[src/rtl/systolic_seq.sv]
`default_nettype none
// ============================================================================
// Module   : systolic_seq
// Brief    : Control sequencer for a ROWS x COLS weight-stationary systolic
//            array. Per command it optionally streams a weight tile into the
//            background registers, pulses the per-row weight switch, issues
//            input-buffer reads, drives the skewed west-edge valids and the
//            south-edge capture strobes. Control only, no datapath.
// Options  : SYSTOLIC_SEQ_PERF_EN - builds the busy-cycle and command
//            counters; when undefined both perf ports are tied to 0.
// Revision : 1.0 - initial release
// ============================================================================
module systolic_seq #(
    parameter int ROWS  = 2,
    parameter int COLS  = 2,
    parameter int LEN_W = 8
) (
    input  logic                                       clk,
    input  logic                                       rst,
    input  logic                                       cmd_valid,
    output logic                                       cmd_ready,
    input  logic                                       cmd_load_w,
    input  logic [LEN_W-1:0]                           cmd_len,
    output logic                                       cmd_err,
    output logic                                       busy,
    output logic                                       done,
    output logic                                       w_rd_en,
    output logic [((ROWS > 1) ? $clog2(ROWS) : 1)-1:0] w_rd_addr,
    output logic                                       arr_enable,
    output logic                                       arr_accept_w,
    output logic [ROWS-1:0]                            arr_switch,
    output logic                                       x_rd_en,
    output logic [LEN_W-1:0]                           x_rd_addr,
    output logic [ROWS-1:0]                            arr_valid,
    output logic [COLS-1:0]                            col_capture,
    output logic [31:0]                                perf_busy_cycles,
    output logic [15:0]                                perf_cmds
);

    localparam int AW = (ROWS > 1) ? $clog2(ROWS) : 1;

    // Longest command: (ROWS+1) load cycles + (2^LEN_W-1) vectors + skew
    // through ROWS rows and COLS columns. The cycle counter must hold that
    // value without wrapping.
    localparam int CNT_W = $clog2(2 * ROWS + COLS + (1 << LEN_W) + 1);

    localparam logic [CNT_W-1:0] C_ZERO = '0;
    localparam logic [CNT_W-1:0] C_ONE  = CNT_W'(1);
    localparam logic [CNT_W-1:0] C_ROWS = CNT_W'(ROWS);
    localparam logic [CNT_W-1:0] C_COLS = CNT_W'(COLS);

    typedef enum logic [2:0] {
        ST_IDLE   = 3'd0,
        ST_WLOAD  = 3'd1,
        ST_STREAM = 3'd2,
        ST_DRAIN  = 3'd3,
        ST_DONE   = 3'd4
    } state_t;

    state_t             state_q, state_d;
    logic [CNT_W-1:0]   cnt_q, cnt_d;          // cycle number within command
    logic               load_q, load_d;        // latched cmd_load_w
    logic [LEN_W-1:0]   len_q, len_d;          // latched cmd_len (K)

    // Command phase boundaries for the current (q) and next (d) cycle.
    logic [CNT_W-1:0]   s_q, x_end_q, t_end_q;
    logic [CNT_W-1:0]   s_d, x_end_d;

    logic               accept;
    logic               reject;
    logic               active_d;

    // Registered outputs and their next values.
    logic               w_rd_en_q, w_rd_en_d;
    logic [AW-1:0]      w_rd_addr_q, w_rd_addr_d;
    logic               accept_w_q, accept_w_d;
    logic [ROWS-1:0]    switch_q, switch_d;
    logic               x_rd_en_q, x_rd_en_d;
    logic [LEN_W-1:0]   x_rd_addr_q, x_rd_addr_d;
    logic [ROWS-1:0]    valid_q, valid_d;
    logic [COLS-1:0]    capture_q, capture_d;
    logic               done_q, done_d;
    logic               cmd_err_q;
    logic               arr_enable_q;

    assign cmd_ready = (state_q == ST_IDLE) & rst;
    assign busy      = (state_q != ST_IDLE);
    assign accept    = cmd_valid & cmd_ready & (cmd_len != '0);
    assign reject    = cmd_valid & cmd_ready & (cmd_len == '0);

    // S is the weight-load prologue length; zero when weights are reused.
    assign s_q     = load_q ? (C_ROWS + C_ONE) : C_ZERO;
    assign x_end_q = s_q + CNT_W'(len_q);
    assign t_end_q = x_end_q + C_ROWS + C_COLS;
    assign s_d     = load_d ? (C_ROWS + C_ONE) : C_ZERO;
    assign x_end_d = s_d + CNT_W'(len_d);

    // Next-state, cycle counter and command latch.
    always_comb begin
        state_d = state_q;
        cnt_d   = cnt_q;
        load_d  = load_q;
        len_d   = len_q;
        case (state_q)
            ST_IDLE: begin
                cnt_d = C_ZERO;
                if (accept) begin
                    load_d  = cmd_load_w;
                    len_d   = cmd_len;
                    state_d = cmd_load_w ? ST_WLOAD : ST_STREAM;
                end
            end
            ST_WLOAD: begin
                cnt_d = cnt_q + C_ONE;
                if (cnt_q == C_ROWS) begin
                    state_d = ST_STREAM;
                end
            end
            ST_STREAM: begin
                cnt_d = cnt_q + C_ONE;
                if ((cnt_q + C_ONE) == x_end_q) begin
                    state_d = ST_DRAIN;
                end
            end
            ST_DRAIN: begin
                cnt_d = cnt_q + C_ONE;
                if ((cnt_q + C_ONE) == t_end_q) begin
                    state_d = ST_DONE;
                end
            end
            ST_DONE: begin
                cnt_d   = C_ZERO;
                state_d = ST_IDLE;
            end
            default: begin
                cnt_d   = C_ZERO;
                state_d = ST_IDLE;
            end
        endcase
    end

    // Decode next-cycle outputs from the next cycle number so that every
    // output toggles straight off a flop.
    always_comb begin
        active_d    = (state_d == ST_WLOAD) || (state_d == ST_STREAM) ||
                      (state_d == ST_DRAIN);
        w_rd_en_d   = active_d && load_d && (cnt_d < C_ROWS);
        w_rd_addr_d = w_rd_en_d ? AW'(C_ROWS - C_ONE - cnt_d) : '0;
        accept_w_d  = active_d && load_d && (cnt_d >= C_ONE) && (cnt_d <= C_ROWS);
        x_rd_en_d   = active_d && (cnt_d >= s_d) && (cnt_d < x_end_d);
        x_rd_addr_d = x_rd_en_d ? LEN_W'(cnt_d - s_d) : '0;
        done_d      = (state_d == ST_DONE);
        switch_d    = '0;
        valid_d     = '0;
        capture_d   = '0;
        for (int r = 0; r < ROWS; r++) begin
            // Row r switches in cycle S+r; its first valid follows one cycle
            // later so the freshly switched weight is the one used.
            switch_d[r] = active_d && load_d && (cnt_d == (s_d + CNT_W'(r)));
            valid_d[r]  = active_d && (cnt_d > (s_d + CNT_W'(r))) &&
                          (cnt_d <= (x_end_d + CNT_W'(r)));
        end
        for (int c = 0; c < COLS; c++) begin
            capture_d[c] = active_d &&
                           (cnt_d > (s_d + C_ROWS + CNT_W'(c))) &&
                           (cnt_d <= (x_end_d + C_ROWS + CNT_W'(c)));
        end
    end

    // State register, cycle counter and latched command fields.
    always_ff @(posedge clk) begin
        if (!rst) begin
            state_q <= ST_IDLE;
            cnt_q   <= C_ZERO;
            load_q  <= 1'b0;
            len_q   <= '0;
        end else begin
            state_q <= state_d;
            cnt_q   <= cnt_d;
            load_q  <= load_d;
            len_q   <= len_d;
        end
    end

    // Output registers; reset drives every strobe low.
    always_ff @(posedge clk) begin
        if (!rst) begin
            w_rd_en_q   <= 1'b0;
            w_rd_addr_q <= '0;
            accept_w_q  <= 1'b0;
            switch_q    <= '0;
            x_rd_en_q   <= 1'b0;
            x_rd_addr_q <= '0;
            valid_q     <= '0;
            capture_q   <= '0;
            done_q      <= 1'b0;
        end else begin
            w_rd_en_q   <= w_rd_en_d;
            w_rd_addr_q <= w_rd_addr_d;
            accept_w_q  <= accept_w_d;
            switch_q    <= switch_d;
            x_rd_en_q   <= x_rd_en_d;
            x_rd_addr_q <= x_rd_addr_d;
            valid_q     <= valid_d;
            capture_q   <= capture_d;
            done_q      <= done_d;
        end
    end

    // Array enable holds PEs cleared through reset; rejection pulse for len=0.
    always_ff @(posedge clk) begin
        if (!rst) begin
            arr_enable_q <= 1'b0;
            cmd_err_q    <= 1'b0;
        end else begin
            arr_enable_q <= 1'b1;
            cmd_err_q    <= reject;
        end
    end

    assign w_rd_en      = w_rd_en_q;
    assign w_rd_addr    = w_rd_addr_q;
    assign arr_enable   = arr_enable_q;
    assign arr_accept_w = accept_w_q;
    assign arr_switch   = switch_q;
    assign x_rd_en      = x_rd_en_q;
    assign x_rd_addr    = x_rd_addr_q;
    assign arr_valid    = valid_q;
    assign col_capture  = capture_q;
    assign done         = done_q;
    assign cmd_err      = cmd_err_q;

`ifdef SYSTOLIC_SEQ_PERF_EN
    logic [31:0] perf_busy_q;
    logic [15:0] perf_cmds_q;

    // Saturating activity counters, cleared only by reset.
    always_ff @(posedge clk) begin
        if (!rst) begin
            perf_busy_q <= '0;
            perf_cmds_q <= '0;
        end else begin
            if (busy && (perf_busy_q != '1)) begin
                perf_busy_q <= perf_busy_q + 32'd1;
            end
            if (done_q && (perf_cmds_q != '1)) begin
                perf_cmds_q <= perf_cmds_q + 16'd1;
            end
        end
    end

    assign perf_busy_cycles = perf_busy_q;
    assign perf_cmds        = perf_cmds_q;
`else
    assign perf_busy_cycles = 32'd0;
    assign perf_cmds        = 16'd0;
`endif

endmodule
`default_nettype wire

[config.mk]
export PLATFORM = sky130hd
export DESIGN_NAME = systolic_seq
export DESIGN_NICKNAME = d
export VERILOG_FILES = /design/src/rtl/systolic_seq.sv
export SDC_FILE = /design/constraint.sdc
export NUM_CORES = 1
export LEC_CHECK = 0
export ABC_AREA = 1
export CORE_MARGIN = 4
export CORE_UTILIZATION = 58
export DETAILED_ROUTE_END_ITERATION = 12
export PLACE_DENSITY = 0.88
export SYNTH_ARGS = -nofsm -noshare
export SYNTH_HDL_FRONTEND = slang
export SYNTH_SLANG_ARGS = --single-unit
export TNS_END_PERCENT = 50
[constraint.sdc]
create_clock -name clk -period 9.9 [get_ports clk]
set_input_delay 0.99 -clock clk [delete_from_list [all_inputs] [get_ports clk]]
set_output_delay 0.99 -clock clk [all_outputs]
set_load 0.03 [all_outputs]
==> results by stage <==
Place:
- The port buffer count is 34.
- The number of cells after detailed placement is 809.
- The cell area reported after detailed placement is 0.00469 mm².
- At the end of routability-driven placement, the weighted congestion stood at 0.955.
- The wire-length estimate of the detail-placed layout is 8.96 mm.
- The worst slack after detailed placement is 4.02 ns.

Die:
- The region available for standard cell placement spans 0.00733 mm².
- After floorplanning, the core was divided into 31 placement rows.
- The floorplan step defined a die boundary enclosing 0.00909 mm².
- The initial cell density of the core is 60.4%.
- From left edge to right edge, the die measures 95.4 µm.
- The number of top-level pins is 83.
- The die is 95.4 µm tall.

Critical path:
- The launching element of the worst setup path is rst.
- Counting stages on the worst path, the most repeated cell is sky130_fd_sc_hd__nand2_1.
- Data arrives at the worst endpoint at 5.85 ns.
- The worst setup path is captured at a flop.
- The endpoint identified for the worst register-to-register timing path is col_capture[1]$_SDFF_PN0_.
- The delay of the slowest cell on the worst path is 0.70 ns.
- Counting both buffers and inverters, the worst setup path holds a total of 5.
- STA classifies the critical path startpoint as an input pin.
- Setup slack on the worst reg-to-reg path comes out at 5.10 ns.
- The largest driver fanout on the critical path is 15.
- Among all stages on the critical path, the largest delay is contributed by sky130_fd_sc_hd__fa_1.
- The kind of cell adding the most delay to the critical path is simple AND/OR/NAND/NOR gates.
- The worst register-to-register path begins at state_q[1]$_SDFF_PN0_.
- Measured in cells, the most critical reg-to-reg path has a length of 29.
- The classification of the worst setup path is in2reg.
- The worst path required time is 10.10 ns.

Routing:
- The via density per instance is 5.27.
- The count of nets left with antenna violations once routing finished came out at 0.
- The final route contains 4,305 vias.
- The detailed-routed wire length on met3 is 518 µm.
- The detailed router put a total of 4.23 mm of wire on met1.
- The number of optimization iterations in the first detailed-route pass is 5.
- After detailed routing, the average wire length per cell comes to 13.3 µm.
- The first-iteration detailed-routing DRC count is 378.
- The detailed router used layers up to and including met4.
- The routed design uses 5.57 mm of met2 wire.
- The routed wire length is 10.9 mm.
- After detailed routing, the number of remaining DRC violations is 0.

Yosys:
- The biggest area contributor in the post-synthesis netlist is sky130_fd_sc_hd__dfxtp_1.
- The netlist uses 40 different library cells.
- The synthesized design contains 42 register bits.
- The count of flip-flops with a built-in enable after synthesis is 0.
- Among all flip-flop cells after synthesis, the most frequent one is sky130_fd_sc_hd__dfxtp_1.
- The count of mapped cells out of synthesis is 680.
- The mean area per synthesized cell is 6.51 µm².
- The count of warnings emitted by yosys is 0.
- Ranked by total cell area, the synthesized netlist is headed by sky130_fd_sc_hd__dfxtp_1 19%, sky130_fd_sc_hd__ha_1 14%, sky130_fd_sc_hd__nand2_1 13%.
- The top-area cell type share of the netlist area is 19.0%.
- After synthesis the cells add up to 0.00443 mm².
- The portion of the post-synthesis area used by sequential elements is 19.0%.
- The proportion of register bits with asynchronous set or reset after synthesis is 0%.

Power:
- Internal power comes to 318 µW.
- The proportion of total power due to net switching is 44.9%.
- The fraction of power consumed by sequential logic is 32.1%.
- For this design the ratio of total power to cell area is 121 mW/mm².
- The leakage power is 0.00256 µW.
- In this run, the clock network consumes 20.0% of the power.
- The analysis attributes to net switching a power of 259 µW.
- The peak ir drop on the vdd network is 0.0664 mV.
- The logic gate share of total power is 47.9%.

Global routing:
- The number of global-route vias before repair is 4,047.
- The pin count of the biggest net entering global routing is 25.
- Global routing used 24.4% of the available tracks.
- The number of antenna violations at the first check in global routing was 0.
- The first global-routing pass estimated 17.5 mm of wire.
- The overall overflow remaining after global route is 0.

Final layout:
- The most common library cell in the layout ignoring fill and taps is sky130_fd_sc_hd__nand2_1.
- In the final layout, the multi-input gates occupy 0.00298 mm².
- At the end of the flow, the number of nets in the layout was 783.
- Once layout is done, the placed cells without fillers occupy 0.00478 mm².
- The layout cell share with drive strength beyond 1 is 8.08%.
- In the layout the commonest cells are 154 x sky130_fd_sc_hd__nand2_1, 93 x sky130_fd_sc_hd__inv_1, 77 x sky130_fd_sc_hd__nor2_1.
- The total area of sequential cells is 841 µm².
- The diode insertion count for antenna repair is 0.
- Excluding fillers, the count of instances in the completed layout stands at 817.
- The total of fill cells in the finished design is 647.
- The layout-stage area growth over the synthesis result is 8.03%.

Clocking:
- No sink is reached through more buffers than the 2 on the longest clock path.
- TritonCTS built the clock tree.
- After clock tree synthesis, the clock-pin slew on the worst setup and hold paths is 0.09 ns.
- The source-to-sink clock delay at the later pin of the worst-skew pair is 0.30 ns.
- The H-tree was split into 2 levels.
- The master cell of the clock root buffer is sky130_fd_sc_hd__clkbuf_8.
- CTS saw 42 sinks.
- TritonCTS created 5 clock buffers.
- The quantity of gates resized following cts is 0.
- Buffers added to address setup during post-CTS repair amount to 0.
- For this design, the CTS-stage hold fixing added 0 buffers.

Hold path:
- The startpoint of the lowest-slack hold path is state_q[2]$_SDFF_PN0_.
- The worst hold path passes through 2 cells.
- For hold timing, the worst endpoint is state_q[2]$_SDFF_PN0_.
- The path class of the tightest hold or removal check is reg2reg.

STA:
- The hold violation total from the final report came to 0.
- In the post-route analysis, the smallest setup slack over all paths is 4.26 ns.
- The final-report max-slew violation count is 0.
- Setup repair after global routing left no endpoint under its margin.
- For the final database, setup skew stands at 0.00370 ns.
- The time the worst path needs with I/O delays and setup is 5.64 ns.
- In this run the tightest slew margin relative to its limit is 42.8%.
- Summed over all failing endpoints, the final setup total negative slack is 0 ns.
- The setup violation total in the final timing report is 0.
- The upper clock frequency limit is 177 MHz.
- Dividing the final minimum period by the clock period gives 57.0%.
- For the pin with the worst max-slew slack, the measured transition is 0.855 ns.
- Across all hold checks on the routed design, the worst slack comes to 0.658 ns.

Run:
- The number of max-cap violations is 0.

Status:
- The flow ran to the end, and the final reports show no timing, DRC or antenna violations.
[power groups by stage]
stage | combinational [µW] | sequential [µW] | clock (µW)
4_1_cts | 274 | 185 | 115
3_3_place_gp | 264 | 189 | 0
3_5_place_dp | 273 | 189 | 0
2_1_floorplan | 210 | 199 | 0
5_1_grt | 308 | 186 | 123
6_report | 277 | 185 | 115
[cell families after synthesis]
| family | share of synthesized area [%] |
|---|---|
| AOI/OAI and AO/OA | 7.63 |
| buffers and inverters | 17.6 |
| other | 0.0847 |
| DFF | 19.0 |
| and+or+nand+nor | 36.0 |
| adders and majority gates | 15.8 |
| xor gates and xnor gates | 3.96 |
[sequential cells by signal (all words and copies together), names as in the netlist, 2 cells and up]
| signal | flops |
|---|---|
| len_q | 8 |
| x_rd_addr | 8 |
| arr_valid | 2 |
| col_capture | 2 |
| cnt_q | 9 |
| state_q | 3 |
| arr_switch | 2 |
[worst min-delay path, cell delays in order, from the launching register on]
cell	delay [ns]
sky130_fd_sc_hd__dfxtp_1	0.37
sky130_fd_sc_hd__nor3_1	0.10
sky130_fd_sc_hd__nor3b_1	0.14
[cell usage after synthesis, types with 3 or more instances]
cell type and number:
sky130_fd_sc_hd__nand2_4 4, sky130_fd_sc_hd__inv_1 93, sky130_fd_sc_hd__fa_1 3, sky130_fd_sc_hd__o21ai_2 3
sky130_fd_sc_hd__nor2_1 77, sky130_fd_sc_hd__xnor2_1 5, sky130_fd_sc_hd__nor2_2 3, sky130_fd_sc_hd__ha_1 51
sky130_fd_sc_hd__nand2_1 154, sky130_fd_sc_hd__nand4_1 7, sky130_fd_sc_hd__nand3_1 53, sky130_fd_sc_hd__buf_4 48
sky130_fd_sc_hd__dfxtp_1 42, sky130_fd_sc_hd__nand3_4 3, sky130_fd_sc_hd__o211ai_1 3, sky130_fd_sc_hd__a21oi_1 22
sky130_fd_sc_hd__or2_2 4, sky130_fd_sc_hd__xor2_1 15, sky130_fd_sc_hd__o21ai_0 16, sky130_fd_sc_hd__inv_2 12
sky130_fd_sc_hd__nor4_1 4, sky130_fd_sc_hd__a211oi_1 3, sky130_fd_sc_hd__nor3_1 11, sky130_fd_sc_hd__nand2_2 17
sky130_fd_sc_hd__o21ai_1 8
[layout make-up]
class | count | share of cell area, %
Clock buffer | 5 | 1.44
Clock inverter | 3 | 0.523
Sequential cell | 42 | 17.6
Timing Repair Buffer | 34 | 7.12
Multi-Input combinational cell | 528 | 62.4
Inverter | 106 | 8.32
Tap cell | 99 | 2.59
[metal layers]
layer	global-route usage, %	up-vias
met4	14.3	0
met5	0	-
met3	3.00	50
li1	-	2136
met2	44.0	146
met1	27.1	1973
[stage by stage]
step           util, %  power, µW
3_5_place_dp      63.9        462
3_3_place_gp      63.9        453
4_1_cts           65.2        574
5_1_grt           65.2        618
2_1_floorplan        -        410
6_report          65.2        577
[worst max path at each step]
stage	endpoint	slack [ns]	cells after the start
final	col_capture[1]$_SDFF_PN0_	4.26	29
after global routing	col_capture[1]$_SDFF_PN0_	3.73	30
after CTS	col_capture[1]$_SDFF_PN0_	4.29	29
after detailed placement	col_capture[1]$_SDFF_PN0_	4.02	32
after global placement	col_capture[1]$_SDFF_PN0_	4.27	32
after floorplan	col_capture[1]$_SDFF_PN0_	5.11	32
(Power assumes the default switching activity.)
